**src/rtl/ysyx_22041071_div_pkg.sv**
```systemverilog
// Shared constants, state encoding and helpers for the iterative divider.
package ysyx_22041071_div_pkg;

  localparam int unsigned XLEN  = 64;
  localparam int unsigned CNT_W = 7;

  localparam logic [CNT_W-1:0] ITER_D = 7'd64;
  localparam logic [CNT_W-1:0] ITER_W = 7'd32;

  typedef enum logic [1:0] {
    IDLE = 2'd0,
    CALC = 2'd1,
    DONE = 2'd2
  } div_state_e;

  function automatic logic [XLEN-1:0] sext32(input logic [31:0] v);
    return {{32{v[31]}}, v};
  endfunction

endpackage

```
**src/rtl/ysyx_22041071_div_step.sv**
```systemverilog
// One restoring shift-subtract iteration: shift in the next dividend bit, trial-subtract the divisor.
module ysyx_22041071_div_step
  import ysyx_22041071_div_pkg::*;
(
  input  logic [XLEN-1:0] rem,
  input  logic            shift_in,
  input  logic [XLEN-1:0] divisor,
  output logic [XLEN-1:0] rem_next,
  output logic            q_bit
);

  logic [XLEN:0] shifted;
  logic [XLEN:0] trial;

  // The partial remainder stays below the divisor, so bit XLEN of the
  // 65-bit difference is set exactly when the subtraction would go negative.
  assign shifted  = {rem, shift_in};
  assign trial    = shifted - {1'b0, divisor};
  assign q_bit    = ~trial[XLEN];
  assign rem_next = q_bit ? trial[XLEN-1:0] : shifted[XLEN-1:0];

endmodule

```
**src/rtl/ysyx_22041071_div.sv**
```systemverilog
// Multi-cycle restoring divider, signed/unsigned, 64-bit or 32-bit (divw) operations.
module ysyx_22041071_div
  import ysyx_22041071_div_pkg::*;
(
  input  logic            clk,
  input  logic            rst,
  input  logic            flush,
  input  logic            div_valid,
  input  logic            divw,
  input  logic            div_signed,
  input  logic [XLEN-1:0] dividend,
  input  logic [XLEN-1:0] divisor,
  output logic            div_ready,
  output logic            out_valid,
  output logic [XLEN-1:0] quotient,
  output logic [XLEN-1:0] remainder
);

  div_state_e       state, state_next;
  logic [CNT_W-1:0] cnt;
  logic [XLEN-1:0]  rem_r, quo_r, dsr_r;
  logic             w_r, neg_q_r, neg_r_r, spec_r;

  logic [XLEN-1:0]  a_ext, b_ext, a_abs, b_abs;
  logic             a_neg, b_neg;
  logic             is_zero, is_ovf, special;
  logic [XLEN-1:0]  q_spec, r_spec;
  logic             accept;

  logic [XLEN-1:0]  rem_next;
  logic             q_bit;

  logic [XLEN-1:0]  q_fix, r_fix, q_res, r_res;

  always_comb begin
    a_ext = dividend;
    b_ext = divisor;
    if (divw) begin
      a_ext = div_signed ? sext32(dividend[31:0]) : {32'b0, dividend[31:0]};
      b_ext = div_signed ? sext32(divisor[31:0])  : {32'b0, divisor[31:0]};
    end
    a_neg = div_signed & a_ext[XLEN-1];
    b_neg = div_signed & b_ext[XLEN-1];
    a_abs = a_neg ? -a_ext : a_ext;
    b_abs = b_neg ? -b_ext : b_ext;

    is_zero = divw ? (divisor[31:0] == '0) : (divisor == '0);
    is_ovf  = div_signed & (divw ? (dividend[31:0] == 32'h8000_0000 && divisor[31:0] == '1)
                                 : (dividend == {1'b1, {(XLEN-1){1'b0}}} && divisor == '1));
    special = is_zero | is_ovf;

    // Both corner cases report the operation-width dividend, sign-extended for divw.
    r_spec = divw ? sext32(dividend[31:0]) : dividend;
    q_spec = is_zero ? '1 : r_spec;
    if (is_ovf && !is_zero) r_spec = '0;
  end

  assign accept = (state == IDLE) && div_valid && !flush;

  ysyx_22041071_div_step u_step (
    .rem      (rem_r),
    .shift_in (quo_r[XLEN-1]),
    .divisor  (dsr_r),
    .rem_next (rem_next),
    .q_bit    (q_bit)
  );

  always_ff @(posedge clk) begin
    if (rst) state <= IDLE;
    else     state <= state_next;
  end

  always_comb begin
    state_next = state;
    if (flush) begin
      state_next = IDLE;
    end else begin
      unique case (state)
        IDLE:    if (div_valid) state_next = special ? DONE : CALC;
        CALC:    if (cnt == 7'd1) state_next = DONE;
        DONE:    state_next = IDLE;
        default: state_next = IDLE;
      endcase
    end
  end

  always_ff @(posedge clk) begin
    if (rst) begin
      cnt     <= '0;
      rem_r   <= '0;
      quo_r   <= '0;
      dsr_r   <= '0;
      w_r     <= 1'b0;
      neg_q_r <= 1'b0;
      neg_r_r <= 1'b0;
      spec_r  <= 1'b0;
    end else if (accept) begin
      cnt     <= divw ? ITER_W : ITER_D;
      dsr_r   <= b_abs;
      w_r     <= divw;
      neg_q_r <= a_neg ^ b_neg;
      neg_r_r <= a_neg;
      spec_r  <= special;
      if (special) begin
        rem_r <= r_spec;
        quo_r <= q_spec;
      end else begin
        rem_r <= '0;
        // 32-bit dividends start in the top half so the MSB shift-out order matches.
        quo_r <= divw ? {a_abs[31:0], 32'b0} : a_abs;
      end
    end else if (state == CALC) begin
      cnt   <= cnt - 7'd1;
      rem_r <= rem_next;
      quo_r <= {quo_r[XLEN-2:0], q_bit};
    end
  end

  always_comb begin
    q_fix = neg_q_r ? -quo_r : quo_r;
    r_fix = neg_r_r ? -rem_r : rem_r;
    if (w_r) begin
      q_fix = sext32(q_fix[31:0]);
      r_fix = sext32(r_fix[31:0]);
    end
    q_res = spec_r ? quo_r : q_fix;
    r_res = spec_r ? rem_r : r_fix;

    div_ready = (state == IDLE);
    out_valid = (state == DONE) && !flush;
    quotient  = out_valid ? q_res : '0;
    remainder = out_valid ? r_res : '0;
  end

endmodule

```
**config.mk**
```make
export PLATFORM = sky130hd
export DESIGN_NAME = ysyx_22041071_div
export DESIGN_NICKNAME = d
export VERILOG_FILES = /design/src/rtl/ysyx_22041071_div_pkg.sv /design/src/rtl/ysyx_22041071_div_step.sv /design/src/rtl/ysyx_22041071_div.sv
export SDC_FILE = /design/constraint.sdc
export NUM_CORES = 1
export LEC_CHECK = 0
export ABC_CLOCK_PERIOD_IN_PS = 4000
export CORE_UTILIZATION = 30
export CTS_CLUSTER_DIAMETER = 30
export DETAILED_ROUTE_END_ITERATION = 6
export PLACE_DENSITY = 0.58
export RECOVER_POWER = 25
export SLEW_MARGIN = 20
export SYNTH_ARGS = -nofsm -noshare
export SYNTH_HDL_FRONTEND = slang
export SYNTH_SLANG_ARGS = --single-unit
```
**constraint.sdc**
```tcl
create_clock -name clk -period 4 [get_ports clk]
set_clock_uncertainty 0.15 [all_clocks]
set_input_delay 0.6 -clock clk [delete_from_list [all_inputs] [get_ports clk]]
set_output_delay 0.6 -clock clk [all_outputs]
set_load 0.1 [all_outputs]
```
======== Word-level counts from Yosys, hierarchy flattened ========
Cells that the tools add are included.
word-level totals
  bits in registers ....................... 205
  word-level logic and storage cells ...... 78
operators by class
  muxes and demuxes ....................... 34
  eq/ne operators ......................... 9
  add/sub/neg operators ................... 6
  reductions and logical operators ........ 14
  bitwise gates (word level) .............. 6
operators with widths
  cell                                                                number
  64-bit two-way mux                                                  25
  64-bit negation                                                     4
  64-bit == test, second input constant                               2
  65-bit by 64-bit subtractor with 65-bit output                      1
  32-bit == test, second input constant                               2
  64-bit logical NOT                                                  1
  32-bit logical NOT                                                  1
  7-bit two-way mux                                                   3
  7-bit by 1-bit == test with 1-bit output, second input constant     1
  7-bit by 1-bit subtractor with 7-bit output, second input constant  1
  1-bit logical AND                                                   6
  2-bit two-way mux                                                   3
  2-bit inequality test, second input constant                        2
  2-bit one-hot mux with 2 select lines                               1
  1-bit AND                                                           3
  2-bit by 1-bit == test with 1-bit output, second input constant     1
  2-bit == test, second input constant                                1
  1-bit logical NOT                                                   2
  2-bit logical NOT                                                   1
  1-bit two-way mux                                                   2
  2-bit AND reduction                                                 1
  2-bit nonzero test                                                  1
  2-bit OR reduction                                                  1
  1-bit inverter                                                      1
  other kinds (2)                                                     2

======== Logic depth before layout (Yosys ltp) ========
  depth after elaboration ................. 8
  depth in mapped cells ................... 17
  gate-level depth less buffers ........... 13

======== By module ========
Synthesis repeated with hierarchy kept, for this count alone.
second synthesis, totals
  cell total of the unflattened synthesis .. 3,367
  area, all modules ....................... 22,913.2 µm²
modules (own cells, without submodules)
  module                  instances  area each (µm²)  seq. area each (µm²)  cells an instance
  ysyx_22041071_div       1          17,743.3         4,103.9               2,645
  ysyx_22041071_div_step  1          5,170.0          0.0                   722

======== Worst setup path after synthesis ========
Ideal clock, no wire load.
  path kind ............................... reg2out
  start ................................... register rem_r[18]
  end ..................................... output remainder[39]
  path slack .............................. -1.804 ns
  arrival time ............................ 5.054 ns
  cell stages (with the launch flop) ...... 11
  cells stage by stage .................... dfxtp_1 > clkbuf_1 > or4_1 > nor4_1 > nor4b_4 > nand3_1 > or4_1 > or3_1 > nand3_1 > a21oi_1 > nor3_1
between the ends
  word-level cells in the longest chain between the ends .. 5
RTL lines
  what                    RTL line                  RTL
  start, declared         ysyx_22041071_div.sv:21   logic [XLEN-1:0] rem_r, quo_r, dsr_r;
  start signal, assigned  ysyx_22041071_div.sv:105  rem_r <= r_spec;
  start signal, assigned  ysyx_22041071_div.sv:114  rem_r <= rem_next;
  64-bit negation         ysyx_22041071_div.sv:121  r_fix = neg_r_r ? -rem_r : rem_r;
  64-bit two-way mux      ysyx_22041071_div.sv:121
  64-bit two-way mux      ysyx_22041071_div.sv:122  if (w_r) begin
  64-bit two-way mux      ysyx_22041071_div.sv:127  r_res = spec_r ? rem_r : r_fix;
  64-bit two-way mux      ysyx_22041071_div.sv:132  remainder = out_valid ? r_res : '0;
  end, declared           ysyx_22041071_div.sv:16   output logic [XLEN-1:0] remainder
Every way passes these cells.

======== Worst setup path after layout ========
  start ................................... register rem_r[17]
  end ..................................... output remainder[51]
Same word-level chain as after synthesis.

==> reports/metrics.yaml <==
worst_setup_path:
  cp.required_ns: 3.25
  reg2reg_depth: 15
  crit_type: "reg -> out"
  crit_arrival_ns: 3.67
  endpoint_kind: "primary output"
  startpoint_type: "flip-flop"
  cp_num_buf_inv: 2
  crit_fanout: 4
  path_delay_family: "simple AND/OR/NAND/NOR gates"
  slowest_delay_ns: 0.55
  critical_path_depth: 12
  worstPathCellList: "or4_4, nor4_4, nor4b_4, buf_6, nand2_4, or2_4, or3_4, o31ai_4, nor3_2, a31oi_2, a21oi_4, buf_12"
  slowest_stage: "or4_4"
power_and_ir_drop:
  power_frac_comb_pct: 69.5
  power.internal_mw: 13.7
  power_mw: 26.8
  pwr-share-seq_pct: 10.3
  power_density_nw_per_um2: 779
  power_leakage_nw: 13.1
  switching_share_pct: 48.7
  pwr-share-clk_pct: 20.2
  p_sw_mw: 13.1
  peakVddDrop_v: 0.00123
placement:
  dp_cells: 4789
  gp_congestion: 0.991
  port-buffer-count: 263
  dpl-instance-area_um2: 30500
  hpwl_mm: 84.0
timing:
  hold_violations: 0
  min_period_over_period_pct: 111
  setup_viol: 64
  holdWs_ns: 0.300
  max_slew_margin_pct: 1.81
  worstMarginPinSlew_ns: 1.47
  layout_min_cycle_time_ns: 4.42
  grt_setup_unrepaired: "yes"
  max_freq_mhz: 226
  drv_slew: 0
  setup_slack_ns: -0.420
die:
  rows: 99
  pin_count: 264
  die_h_um: 274
  initial_core_util_pct: 30.4
  die_w_um: 274
  coreArea_um2: 73100
  die-area_um2: 75200
global_route:
  antenna_found_initial: 3
  grt_overflow: 0
  grt_max_degree: 99
  grtUsageTotal_pct: 27.7
  grt_pass1_vias: 27000
  grt_pass1_wl_mm: 163
finish:
  syn_to_final_growth_pct: 54.8
  final_nets: 4151
  fin_area_um2: 34400
  final_util_pct: 47.1
  layout.cells.non_filler: 4957
  fillers: 7242
  drive_gt1_share_pct: 25.5
yosys:
  synth_edf_count: 0
  synthDistinctLibCells: 85
  ys_async_sr_fraction_pct: 0
  synth-main-ff-cell: "dfxtp_1"
  yosysTopAreaCellShare_pct: 18.5
  synth.net_count: 3596
  netlist_area_um2: 22200
  avgSynthCellArea_um2: 6.55
  synthTopCellsByArea: "dfxtp_1, a21oi_1, nor2_1"
  syn_inst: 3390
  ys_ff_latch: 205
  seq_area_frac_synth_pct: 18.5
  ys_warn_count: 0
  synth_top_cell_by_area: "dfxtp_1"
cts:
  cts_tree: "built"
  clockRootBuffer: "clkbuf_16"
  ctsHoldBuffers: 0
  clock-sinks: 205
  clkLatencyLatePin_ns: 0.62
  numCtsBuffers: 59
  path_clk_slew_ns: 0.05
  cts.path.max_buffers: 3
  htreeDepth: 2
detailed_routing:
  route.detailed.drc: 34
  routedWlPerCell_um: 21.9
  postRouteAntennaNets: 0
  first_pass_iters: 7
  routed_wl_mm: 108
  drt_iter0_drc: 3265
  vias_per_cell: 5.82
  vias: 28900
outcome:
  status: "finished with violations"
  violations: "design-rule violations, negative setup slack"
hold_path:
  hold_class: "reg -> reg"
  holdPathStages: 2
job:
  maxCapViolCount: 0
-- placed cells by master (no fill, tap or decap), drive strengths merged, types with 17 or more instances in the layout --
master           n
a211oi          52
nand3          105
a31oi           59
or3             60
and3            17
a221oi          54
nor3           100
nor2b           17
o41ai           26
nand2b          31
xor2           108
nand4           48
a2111oi         19
inv            114
buf            604
o21ai          285
o22ai           28
clkinv          17
a21o            38
o21bai          21
o211ai          17
ha              71
dfxtp          205
nor4            61
nor2           451
xnor2           93
and2            20
o31ai           54
clkbuf          85
mux2i           39
or4             26
a21oi          400
a311oi          17
nand2          321
clkdlybuf4s50  129
-- stage by stage --
stage	setup TNS [ns]	setup WS, ns
floorplan	-0.392	-0.230
global placement	-12.67	-0.392
detailed placement	-14.49	-0.416
CTS	-14.34	-0.408
global route	-19.81	-0.513
finish	-12.36	-0.420
-- synth_stat cells (all sizes together) (31+ instances only) --
cell and number:
nand3 105, nor3 100, nand2b 31, ha 71, a221oi 54, clkbuf 206
buf 52, mux2i 39, xor2 108, o21ai 285, dfxtp 205, nor2 451
a211oi 52, nor4 61, a21o 38, xnor2 93, o31ai 54, nand4 48
a31oi 59, a21oi 400, nand2 321, inv 111, or3 60
-- layer usage --
metal | GRT usage, % | part of all wire, %
met1 | 36.9 | 43
met2 | 43.8 | 44
met3 | 3.89 | 7.8
met4 | 13.3 | 5.2
met5 | 0 | 0.014
-- path summary, 6_finish.rpt --
check	startpoint	to	slack [ns]
worst min-delay path	dsr_r[47]	dsr_r[47]	0.30
worst min register to register	dsr_r[47]	dsr_r[47]	0.30
worst max register to register	quo_r[63]	rem_r[57]	0.11
worst max-delay path	rem_r[17]	remainder[51]	-0.42
-- registers in the layout, indices dropped and copies added (netlist names) --
signal / flops
dsr_r: 64
quo_r: 64
rem_r: 64
cnt: 7
state: 2
neg_q_r: 1
neg_r_r: 1
spec_r: 1
w_r: 1
-- layout make-up --
type | instances | area [um2] | area share (%)
multi-input combinational | 2813 | 18600 | 54.0
timing repair buffer | 752 | 7780 | 22.6
sequential | 205 | 4110 | 12.0
clock buffer | 69 | 1580 | 4.60
tap | 959 | 1200 | 3.49
clock inverter | 43 | 713 | 2.07
inverter | 114 | 428 | 1.24
antenna | 2 | 5.00 | 0.0145
-- kinds of logic (layout without fill, tap and decap cells) --
kind of cell | after synthesis | in the layout | share of synthesized area, %
buffers and inverters | 372 | 978 | 6.39
XOR/XNOR | 201 | 201 | 7.92
AO/OA/AOI/OAI | 1184 | 1184 | 33.2
adder cells (fa/ha/maj) | 72 | 72 | 4.09
flip-flops | 205 | 205 | 18.5
multiplexers | 43 | 43 | 1.96
other | 0 | 2 | 0
AND/OR/NAND/NOR | 1313 | 1313 | 28.0
-- power by group through the flow --
stage          Clock (mW)  Combinational, mW  Sequential (mW)
3_5_place_dp            0               17.3             2.74
6_report             5.42               18.6             2.77
5_1_grt              5.56               20.0             2.78
2_1_floorplan           0               10.9             2.67
3_3_place_gp            0               17.3             2.74
4_1_cts              5.46               17.8             2.73
-- worst min-delay path: cells and delay by family (launching register included) --
family / cells / cell delay (ns)
flops: 1 / 0.30
simple gates: 1 / 0.05
compound gates: 1 / 0.05
-- what timing repair did --
action | CTS | global route
gates resized for setup | 226 | 75
gates cloned | 2 | 0
setup buffers | 35 | 21
pin swaps | 86 | 64
endpoints found under the setup margin | 77 | 110
endpoints found under the hold margin | 0 | 0
No activity file was read; power rests on OpenSTA's default activity.
